<file path="src/rtl/pipeline_pkg.sv">
// Shared pipeline definitions: field widths, ID/EX stage FSM encoding,
// the ID/EX payload record and a saturating counter helper.
package pipeline_pkg;

    localparam int ALU_OP_W = 4;
    localparam int REG_W    = 5;
    localparam int DATA_W   = 32;
    localparam int CNT_W    = 16;

    typedef enum logic [1:0] {
        ST_RUN        = 2'd0,
        ST_HOLD       = 2'd1,
        ST_FLUSH_PEND = 2'd2
    } stage_state_e;

    typedef struct packed {
        logic                valid;
        logic                reg_write;
        logic                mem_read;
        logic                mem_write;
        logic                mem_to_reg;
        logic                alu_src;
        logic [REG_W-1:0]    read_reg1;
        logic [REG_W-1:0]    read_reg2;
        logic [REG_W-1:0]    write_reg;
        logic [ALU_OP_W-1:0] alu_op;
        logic [DATA_W-1:0]   read_data1;
        logic [DATA_W-1:0]   read_data2;
        logic [DATA_W-1:0]   imm;
        logic [DATA_W-1:0]   pc;
    } id_ex_t;

    // A bubble is an all-zero slot: no valid bit, no architectural side effects.
    localparam id_ex_t ID_EX_BUBBLE = '0;

    // Increment that sticks at all-ones instead of wrapping.
    function automatic logic [CNT_W-1:0] sat_inc(input logic [CNT_W-1:0] value);
        logic [CNT_W-1:0] result;
        if (value == {CNT_W{1'b1}}) begin
            result = value;
        end else begin
            result = value + {{(CNT_W-1){1'b0}}, 1'b1};
        end
        return result;
    endfunction

endpackage

</file>
<file path="src/rtl/load_use_detect.sv">
// Load-use hazard detector: the load in EX writes a register that the
// instruction in decode wants to read, so that instruction must wait a cycle.
module load_use_detect
    import pipeline_pkg::*;
(
    input  logic             id_valid,
    input  logic [REG_W-1:0] id_read_reg1,
    input  logic [REG_W-1:0] id_read_reg2,
    input  logic             ex_valid,
    input  logic             ex_mem_read,
    input  logic [REG_W-1:0] ex_write_reg,
    output logic             load_use_stall
);

    logic dest_live_s;
    logic src_match_s;

    // r0 is hard-wired zero, so a load targeting it never creates a dependency.
    assign dest_live_s    = ex_valid & ex_mem_read & (ex_write_reg != {REG_W{1'b0}});
    assign src_match_s    = (ex_write_reg == id_read_reg1) | (ex_write_reg == id_read_reg2);
    assign load_use_stall = id_valid & dest_live_s & src_match_s;

endmodule

</file>
<file path="src/rtl/id_ex_stage.sv">
// ID/EX pipeline register with load-use bubble insertion, flush handling
// across memory stalls, PC/IF-ID freeze control and a stall-cycle counter.
module id_ex_stage
    import pipeline_pkg::*;
(
    input  logic                clk,
    input  logic                rst,
    input  logic                id_valid,
    input  logic [REG_W-1:0]    id_read_reg1,
    input  logic [REG_W-1:0]    id_read_reg2,
    input  logic [REG_W-1:0]    id_write_reg,
    input  logic                id_reg_write,
    input  logic                id_mem_read,
    input  logic                id_mem_write,
    input  logic                id_mem_to_reg,
    input  logic                id_alu_src,
    input  logic [ALU_OP_W-1:0] id_alu_op,
    input  logic [DATA_W-1:0]   id_read_data1,
    input  logic [DATA_W-1:0]   id_read_data2,
    input  logic [DATA_W-1:0]   id_imm,
    input  logic [DATA_W-1:0]   id_pc,
    input  logic                flush,
    input  logic                mem_stall,
    output logic                idEx_valid,
    output logic                idEx_reg_write,
    output logic                idEx_mem_read,
    output logic                idEx_mem_write,
    output logic                idEx_mem_to_reg,
    output logic                idEx_alu_src,
    output logic [REG_W-1:0]    idEx_read_reg1,
    output logic [REG_W-1:0]    idEx_read_reg2,
    output logic [REG_W-1:0]    idEx_write_reg,
    output logic [ALU_OP_W-1:0] idEx_alu_op,
    output logic [DATA_W-1:0]   idEx_read_data1,
    output logic [DATA_W-1:0]   idEx_read_data2,
    output logic [DATA_W-1:0]   idEx_imm,
    output logic [DATA_W-1:0]   idEx_pc,
    output logic                pc_write,
    output logic                ifId_write,
    output logic                load_use_stall,
    output logic [CNT_W-1:0]    stall_count
);

    stage_state_e     state_r;
    id_ex_t           id_ex_r;
    id_ex_t           capture_s;
    logic             load_use_stall_s;
    logic             pc_write_s;
    logic [CNT_W-1:0] stall_count_r;

    load_use_detect u_load_use_detect (
        .id_valid       (id_valid),
        .id_read_reg1   (id_read_reg1),
        .id_read_reg2   (id_read_reg2),
        .ex_valid       (id_ex_r.valid),
        .ex_mem_read    (id_ex_r.mem_read),
        .ex_write_reg   (id_ex_r.write_reg),
        .load_use_stall (load_use_stall_s)
    );

    // Front-end advance enable. HOLD and FLUSH_PEND only persist while
    // mem_stall is high; on the release edge the stage follows RUN rules,
    // so mem_stall alone covers the held states. A flush never freezes PC
    // because the redirected fetch has to proceed.
    always_comb begin
        pc_write_s = 1'b1;
        if (mem_stall) begin
            pc_write_s = 1'b0;
        end else if (load_use_stall_s && !flush) begin
            pc_write_s = 1'b0;
        end else begin
            pc_write_s = 1'b1;
        end
    end

    // RUN-rule capture value: flush and load-use both insert a bubble,
    // otherwise decode is latched with side-effect bits gated by id_valid.
    always_comb begin
        capture_s = ID_EX_BUBBLE;
        if (flush || load_use_stall_s) begin
            capture_s = ID_EX_BUBBLE;
        end else begin
            capture_s.valid      = id_valid;
            capture_s.reg_write  = id_reg_write & id_valid & (id_write_reg != {REG_W{1'b0}});
            capture_s.mem_read   = id_mem_read & id_valid;
            capture_s.mem_write  = id_mem_write & id_valid;
            capture_s.mem_to_reg = id_mem_to_reg;
            capture_s.alu_src    = id_alu_src;
            capture_s.read_reg1  = id_read_reg1;
            capture_s.read_reg2  = id_read_reg2;
            capture_s.write_reg  = id_write_reg;
            capture_s.alu_op     = id_alu_op;
            capture_s.read_data1 = id_read_data1;
            capture_s.read_data2 = id_read_data2;
            capture_s.imm        = id_imm;
            capture_s.pc         = id_pc;
        end
    end

    // Stage FSM and ID/EX register: hold during mem_stall, remember a flush
    // seen while held, and turn it into a bubble on the release edge.
    always_ff @(posedge clk or posedge rst) begin
        if (rst) begin
            state_r <= ST_RUN;
            id_ex_r <= ID_EX_BUBBLE;
        end else begin
            case (state_r)
                ST_RUN, ST_HOLD: begin
                    if (mem_stall) begin
                        state_r <= flush ? ST_FLUSH_PEND : ST_HOLD;
                    end else begin
                        state_r <= ST_RUN;
                        id_ex_r <= capture_s;
                    end
                end
                ST_FLUSH_PEND: begin
                    if (mem_stall) begin
                        state_r <= ST_FLUSH_PEND;
                    end else begin
                        state_r <= ST_RUN;
                        id_ex_r <= ID_EX_BUBBLE;
                    end
                end
                default: begin
                    state_r <= ST_RUN;
                    id_ex_r <= ID_EX_BUBBLE;
                end
            endcase
        end
    end

    // Count every edge on which the front end was frozen, sticking at max.
    always_ff @(posedge clk or posedge rst) begin
        if (rst) begin
            stall_count_r <= {CNT_W{1'b0}};
        end else if (!pc_write_s) begin
            stall_count_r <= sat_inc(stall_count_r);
        end else begin
            stall_count_r <= stall_count_r;
        end
    end

    assign idEx_valid      = id_ex_r.valid;
    assign idEx_reg_write  = id_ex_r.reg_write;
    assign idEx_mem_read   = id_ex_r.mem_read;
    assign idEx_mem_write  = id_ex_r.mem_write;
    assign idEx_mem_to_reg = id_ex_r.mem_to_reg;
    assign idEx_alu_src    = id_ex_r.alu_src;
    assign idEx_read_reg1  = id_ex_r.read_reg1;
    assign idEx_read_reg2  = id_ex_r.read_reg2;
    assign idEx_write_reg  = id_ex_r.write_reg;
    assign idEx_alu_op     = id_ex_r.alu_op;
    assign idEx_read_data1 = id_ex_r.read_data1;
    assign idEx_read_data2 = id_ex_r.read_data2;
    assign idEx_imm        = id_ex_r.imm;
    assign idEx_pc         = id_ex_r.pc;
    assign pc_write        = pc_write_s;
    assign ifId_write      = pc_write_s;
    assign load_use_stall  = load_use_stall_s;
    assign stall_count     = stall_count_r;

endmodule

</file>
<file path="config.mk">
export PLATFORM = sky130hd
export DESIGN_NAME = id_ex_stage
export DESIGN_NICKNAME = d
export VERILOG_FILES = /design/src/rtl/pipeline_pkg.sv /design/src/rtl/load_use_detect.sv /design/src/rtl/id_ex_stage.sv
export SDC_FILE = /design/constraint.sdc
export NUM_CORES = 1
export LEC_CHECK = 0
export CORE_MARGIN = 4
export CORE_UTILIZATION = 36
export CTS_CLUSTER_DIAMETER = 40
export DETAILED_ROUTE_END_ITERATION = 7
export HOLD_SLACK_MARGIN = 0.03
export PLACE_DENSITY = 0.77
export SETUP_SLACK_MARGIN = 0.02
export SYNTH_ARGS = -nofsm -noshare
export SYNTH_HDL_FRONTEND = slang
export SYNTH_SLANG_ARGS = --single-unit
</file>
<file path="constraint.sdc">
create_clock -name clk -period 5.25 [get_ports clk]
set_clock_uncertainty 0.05 [all_clocks]
set_input_delay 0.7875 -clock clk [delete_from_list [all_inputs] [get_ports clk]]
set_output_delay 0.7875 -clock clk [all_outputs]
set_load 0.01 [all_outputs]
</file>
# Word level (Yosys, flattened, before mapping)
# Cells that the tools add are included.
totals:
  register_bits: 171
  latch_bits: 0
  ramBits: 0
  mem_bits_ro: 0
  in_bits: 157
  out_inout_bits: 172
  elab_cells: 54
  memories: 0
classes:
  add_sub_neg: 1
  multipliers: 0
  n_div: 0
  magnitude_cmp: 0
  eq_ne: 7
  n_shift: 0
  n_mux: 10
  n_bitwise: 11
  n_reduce_logical: 9
ops:
  columns: ["cell", "count"]
  rows:
  - ["two-way mux 153 bit", 3]
  - ["one-hot mux 153 bit (2 select lines)", 1]
  - ["adder 16 x 1 -> 16 bit (second input constant)", 1]
  - ["equality test 16 bit (second input constant)", 1]
  - ["equality test 5 bit", 2]
  - ["nonzero test 5 bit", 2]
  - ["AND 1 bit", 8]
  - ["two-way mux 2 bit", 3]
  - ["!= test 2 bit (second input constant)", 2]
  - ["one-hot mux 2 bit (2 select lines)", 1]
  - ["AND reduction 2 bit", 2]
  - ["equality test 2 x 1 -> 1 bit (second input constant)", 1]
  - ["equality test 2 bit (second input constant)", 1]
  - ["logical NOT 2 bit", 1]
  - ["two-way mux 1 bit", 2]
  - ["NOT 1 bit", 2]
  - ["OR reduction 2 bit", 1]
  - ["logical AND 1 bit", 1]
  - ["logical NOT 1 bit", 1]
  - ["logical OR 1 bit", 1]
  - ["bitwise OR 1 bit", 1]

# Longest topological paths before layout
logic_depth:
  word_depth: 9
  mapped_depth: 8
  depth_no_buf: 6

# Hierarchy
# A second synthesis with hierarchy kept.
hier_totals:
  hier_cells: 438
  hier_area_um2: 6344.8
by_module_without_submodules:
  columns: ["module", "instances", "cells_each", "area_per_inst_um2", "seq_area_each_um2"]
  rows:
  - ["id_ex_stage", 1, 421, 6216.0, 4279.1]
  - ["load_use_detect", 1, 17, 128.9, 0.0]

# Least setup slack after synthesis
# No wires, ideal clock.
synth_timing:
  path_type: "input to output"
  from: "input port id_read_reg1[2]"
  to: "output port pc_write"
  t_arrival_ns: 1.899
  slack_ns: 2.513
  stages: 6
  path_cell_list: "xor2_1 -> nor3_1 -> a22oi_1 -> o31a_1 -> buf_2 -> buf_4"
synth_via:
  elab_chain_len: 6
synth_lines:
  columns: ["item", "line", "source"]
  rows:
  - ["start: declaration", "id_ex_stage.sv:9", "input logic [REG_W-1:0] id_read_reg1,"]
  - ["equality test 5 bit", "load_use_detect.sv:20", "assign src_match_s = (ex_write_reg == id_read_reg1) | (ex_write_reg == id_read_reg2);"]
  - ["bitwise OR 1 bit", "load_use_detect.sv:20", null]
  - ["AND 1 bit", "load_use_detect.sv:21", "assign load_use_stall = id_valid & dest_live_s & src_match_s;"]
  - ["logical AND 1 bit", "id_ex_stage.sv:69", "end else if (load_use_stall_s && !flush) begin"]
  - ["two-way mux 1 bit", "id_ex_stage.sv:69", null]
  - ["two-way mux 1 bit", "id_ex_stage.sv:67", "if (mem_stall) begin"]
  - ["end: declaration", "id_ex_stage.sv:38", "output logic pc_write,"]
# No other way between the ends.

# Final worst setup path
layout_timing:
  from: "input port id_read_reg1[4]"
  to: "output port ifId_write"
layout_via:
  elab_chain_len: 6
layout_lines:
  columns: ["item", "line", "source"]
  rows:
  - ["equality test 5 bit", "load_use_detect.sv:20", null]
  - ["bitwise OR 1 bit", "load_use_detect.sv:20", null]
  - ["AND 1 bit", "load_use_detect.sv:21", null]
  - ["logical AND 1 bit", "id_ex_stage.sv:69", null]
  - ["two-way mux 1 bit", "id_ex_stage.sv:69", null]
  - ["two-way mux 1 bit", "id_ex_stage.sv:67", null]
  - ["end: declaration", "id_ex_stage.sv:39", "output logic ifId_write,"]
# No other way between the ends.

==> flow_summary_export.csv <==
group,metric,value,unit
status,outcome,"completed",
timing,hold-worst-slack,0.438,ns
placed_design,finalWeightedCongestion,0.895,
worst_setup_path,cp-start-kind,"input pin",
routing,drc,0,
routing,routed_wl,19.7,mm
yosys,synth-edff-count,0,
timing,worst_pin_slew,0.939,ns
worst_setup_path,path_max_fanout,17,
timing,fin_crit,4.01,ns
yosys,netlist_instances,441,
routing,dr.pass1.iters,4,
yosys,yosysWarnings,0,
routing,routed-wl-met2,9.83,mm
routing,wire_per_inst,19.8,um
global_route,grt_max_degree,172,
placed_design,dp_hpwl,14.1,mm
routing,top_layer_used,"met4",
yosys,ys_seq_elements,171,
floorplan,dieArea,19800,um2
global_route,antenna_found_initial,0,
routing,first_iter_violations,218,
yosys,yosysTopAreaCell,"dfrtp_1",
floorplan,num_rows,48,
clock_network,htree_num_levels,4,
worst_setup_path,critPathArrivalTime,3.17,ns
routing,viasPerCell,5.17,
final_layout,drive_gt1_share,5.45,%
worst_setup_path,path_cells,"clkdlybuf4s50_1 > xor2_1 > nor3_1 > a22oi_1 > o31a_1 > clkdlybuf4s50_1",
job,drv_cap,0,
routing,met1Wirelength,7.95,mm
final_layout,nNetsFinal,916,
yosys,syn-cell-area,6350,um2
timing,setup_viol,0,
clock_network,cts_tree,"yes",
worst_setup_path,worstPathRequired,4.41,ns
timing,rsz0062_at_grt,"false",
final_layout,fin_area,10400,um2
yosys,synth_top_area_share,67.4,%
worst_setup_path,worst_setup_path_end_kind,"output pin",
power_and_ir_drop,peakVddDrop,0.211,mV
floorplan,die_w,141,um
placed_design,io_buffer_count,328,
clock_network,postCtsHoldBufs,0,
power_and_ir_drop,power.density,332,nW/um2
routing,num_vias,5146,
yosys,synth.most_common_cell,"dfrtp_1",
worst_setup_path,critPathSlowestCell,"o31a_1",
yosys,syn_area_per_cell,14.4,um2
clock_network,root_buffer,"clkbuf_16",
global_route,grt_pass1_vias,5496,
worst_setup_path,crit_top_cell,"clkdlybuf4s50_1",
timing,finalCritPeriodShare,76.3,%
clock_network,postCtsSetupRepairBufs,0,
timing,maxSlewHeadroom,37.4,%
routing,met3_length,1.36,mm
global_route,grt_overflow,0,
power_and_ir_drop,p_leak,4.61,nW
hold_path,worstHoldPathType,"reg -> reg",
yosys,syn-num-nets,599,
routing,drtAntennaViolNets,0,
clock_network,cts_num_sinks,171,
worst_setup_path,critical_path_class,"in -> out",
clock_network,cts_resized,0,
timing,hold_violations,0,
yosys,yosys-top-cells-area,"dfrtp_1 (67%), a22o_1 (21%), xor2_1 (3.4%), clkbuf_1 (1.1%), buf_2 (1.0%)",
clock_network,clk_latency,0.42,ns
floorplan,core_area,17300,um2
yosys,synthArstFlopShare,100,%
floorplan,die_h,141,um
yosys,yosysSeqAreaShare,67.4,%
global_route,grt_pass1_wl,30.7,mm
yosys,ys_types,30,
final_layout,antennaDiodeCount,0,
yosys,synthFlopType,"dfrtp_1",
placed_design,placed_cell_area,9820,um2
worst_setup_path,critPathMaxStageDelay,0.68,ns
timing,fmax,0.250,GHz
clock_network,cts_inserted_buffers,17,
timing,finalMaxSlewViolations,0,
clock_network,cts.reportedPaths.clkPinSlew,0.07,ns
yosys,netlist_top_cells_count,"dfrtp_1 (171), a22o_1 (152), xor2_1 (25)",
final_layout,nFillCells,1316,
clock_network,cts_max_path_buffers,2,
final_layout,areaGrowthSynthToFinish,64.2,%
floorplan,pin_count,329,
global_route,grt_usage,19.5,%
floorplan,initial_core_util,36.7,%
timing,setup-tns-final,0,ns
power_and_ir_drop,fin_total_pwr,0.00346,W
## stage by stage
stage / util [%] / setup slack (ns) / std cells
6_report: 60.3 / 1.24 / 996
5_1_grt: 60.3 / 1.13 / 996
4_1_cts: 60.3 / 1.26 / 996
3_5_place_dp: 56.8 / 1.26 / 964
3_3_place_gp: 56.8 / 1.34 / 964
2_1_floorplan: - / 2.23 / 441
## area by class of cell
| class | count | area, um2 | share of cell area (%) |
|---|---|---|---|
| flip-flops and latches | 171 | 4280 | 41.0 |
| repair buffers | 334 | 3340 | 32.0 |
| multi-input cells | 232 | 1910 | 18.3 |
| clock buffers | 17 | 425 | 4.08 |
| well taps | 225 | 282 | 2.70 |
| clock inverters | 15 | 183 | 1.75 |
| inverters | 2 | 11.3 | 0.108 |
## final timing paths
path	start	to	slack (ns)	cells after the start
worst max-delay path	id_read_reg1[4]	ifId_write	1.24	6
worst min-delay path	stall_count[9]$_DFFE_PP0P_	stall_count[9]$_DFFE_PP0P_	0.44	1
worst max register to register	idEx_write_reg[0]$_DFFE_PP0P_	idEx_imm[23]$_DFFE_PP0P_	2.56	6
worst min register to register	stall_count[9]$_DFFE_PP0P_	stall_count[9]$_DFFE_PP0P_	0.44	1
max in group asynchronous	rst	idEx_read_data1[6]$_DFFE_PP0P_	3.49	3
min in group asynchronous	rst	idEx_imm[20]$_DFFE_PP0P_	0.91	3
## cell families after synthesis
| kind of cell | synth area share (%) |
|---|---|
| compound gates | 21.7 |
| xor+xnor | 3.45 |
| fa+ha+maj | 0.197 |
| buf+inv | 2.80 |
| flops | 67.4 |
| mux | 0.177 |
| simple gates | 4.30 |
## critical path: cells and delay by family
kind | cells | cell delay (ns)
buffers and inverters | 2 | 1.18
AOI/OAI and AO/OA | 2 | 0.94
xor gates and xnor gates | 1 | 0.19
and+or+nand+nor | 1 | 0.07
## placed cells by master (no fill, tap or decap), types with 2 or more instances in the layout
master	n
clkinvlp_4	6
a22o_1	152
nand2_1	6
clkbuf_16	17
and3_1	3
clkdlybuf4s50_1	328
inv_6	3
buf_4	5
bufinv_16	2
nor3b_1	2
and4_1	2
nor3_1	11
nor4b_1	2
xor2_1	25
nand4_1	3
inv_8	3
nor2_1	8
nand3_1	4
dfrtp_1	171
## report_power, final
part	switching [W]	total [W]	internal, W
clock	0.000553	0.00127	0.000720
sequential	0.0000958	0.00153	0.00143
combinational	0.000264	0.000659	0.000395
## layer usage
| layer | vias to the layer above | track usage (%) |
|---|---|---|
| met4 | 0 | 8.06 |
| met1 | 2551 | 23.9 |
| met5 | - | 0 |
| met3 | 36 | 5.36 |
| met2 | 238 | 32.8 |
| li1 | 2321 | - |
Power figures use the tool's default switching activity.
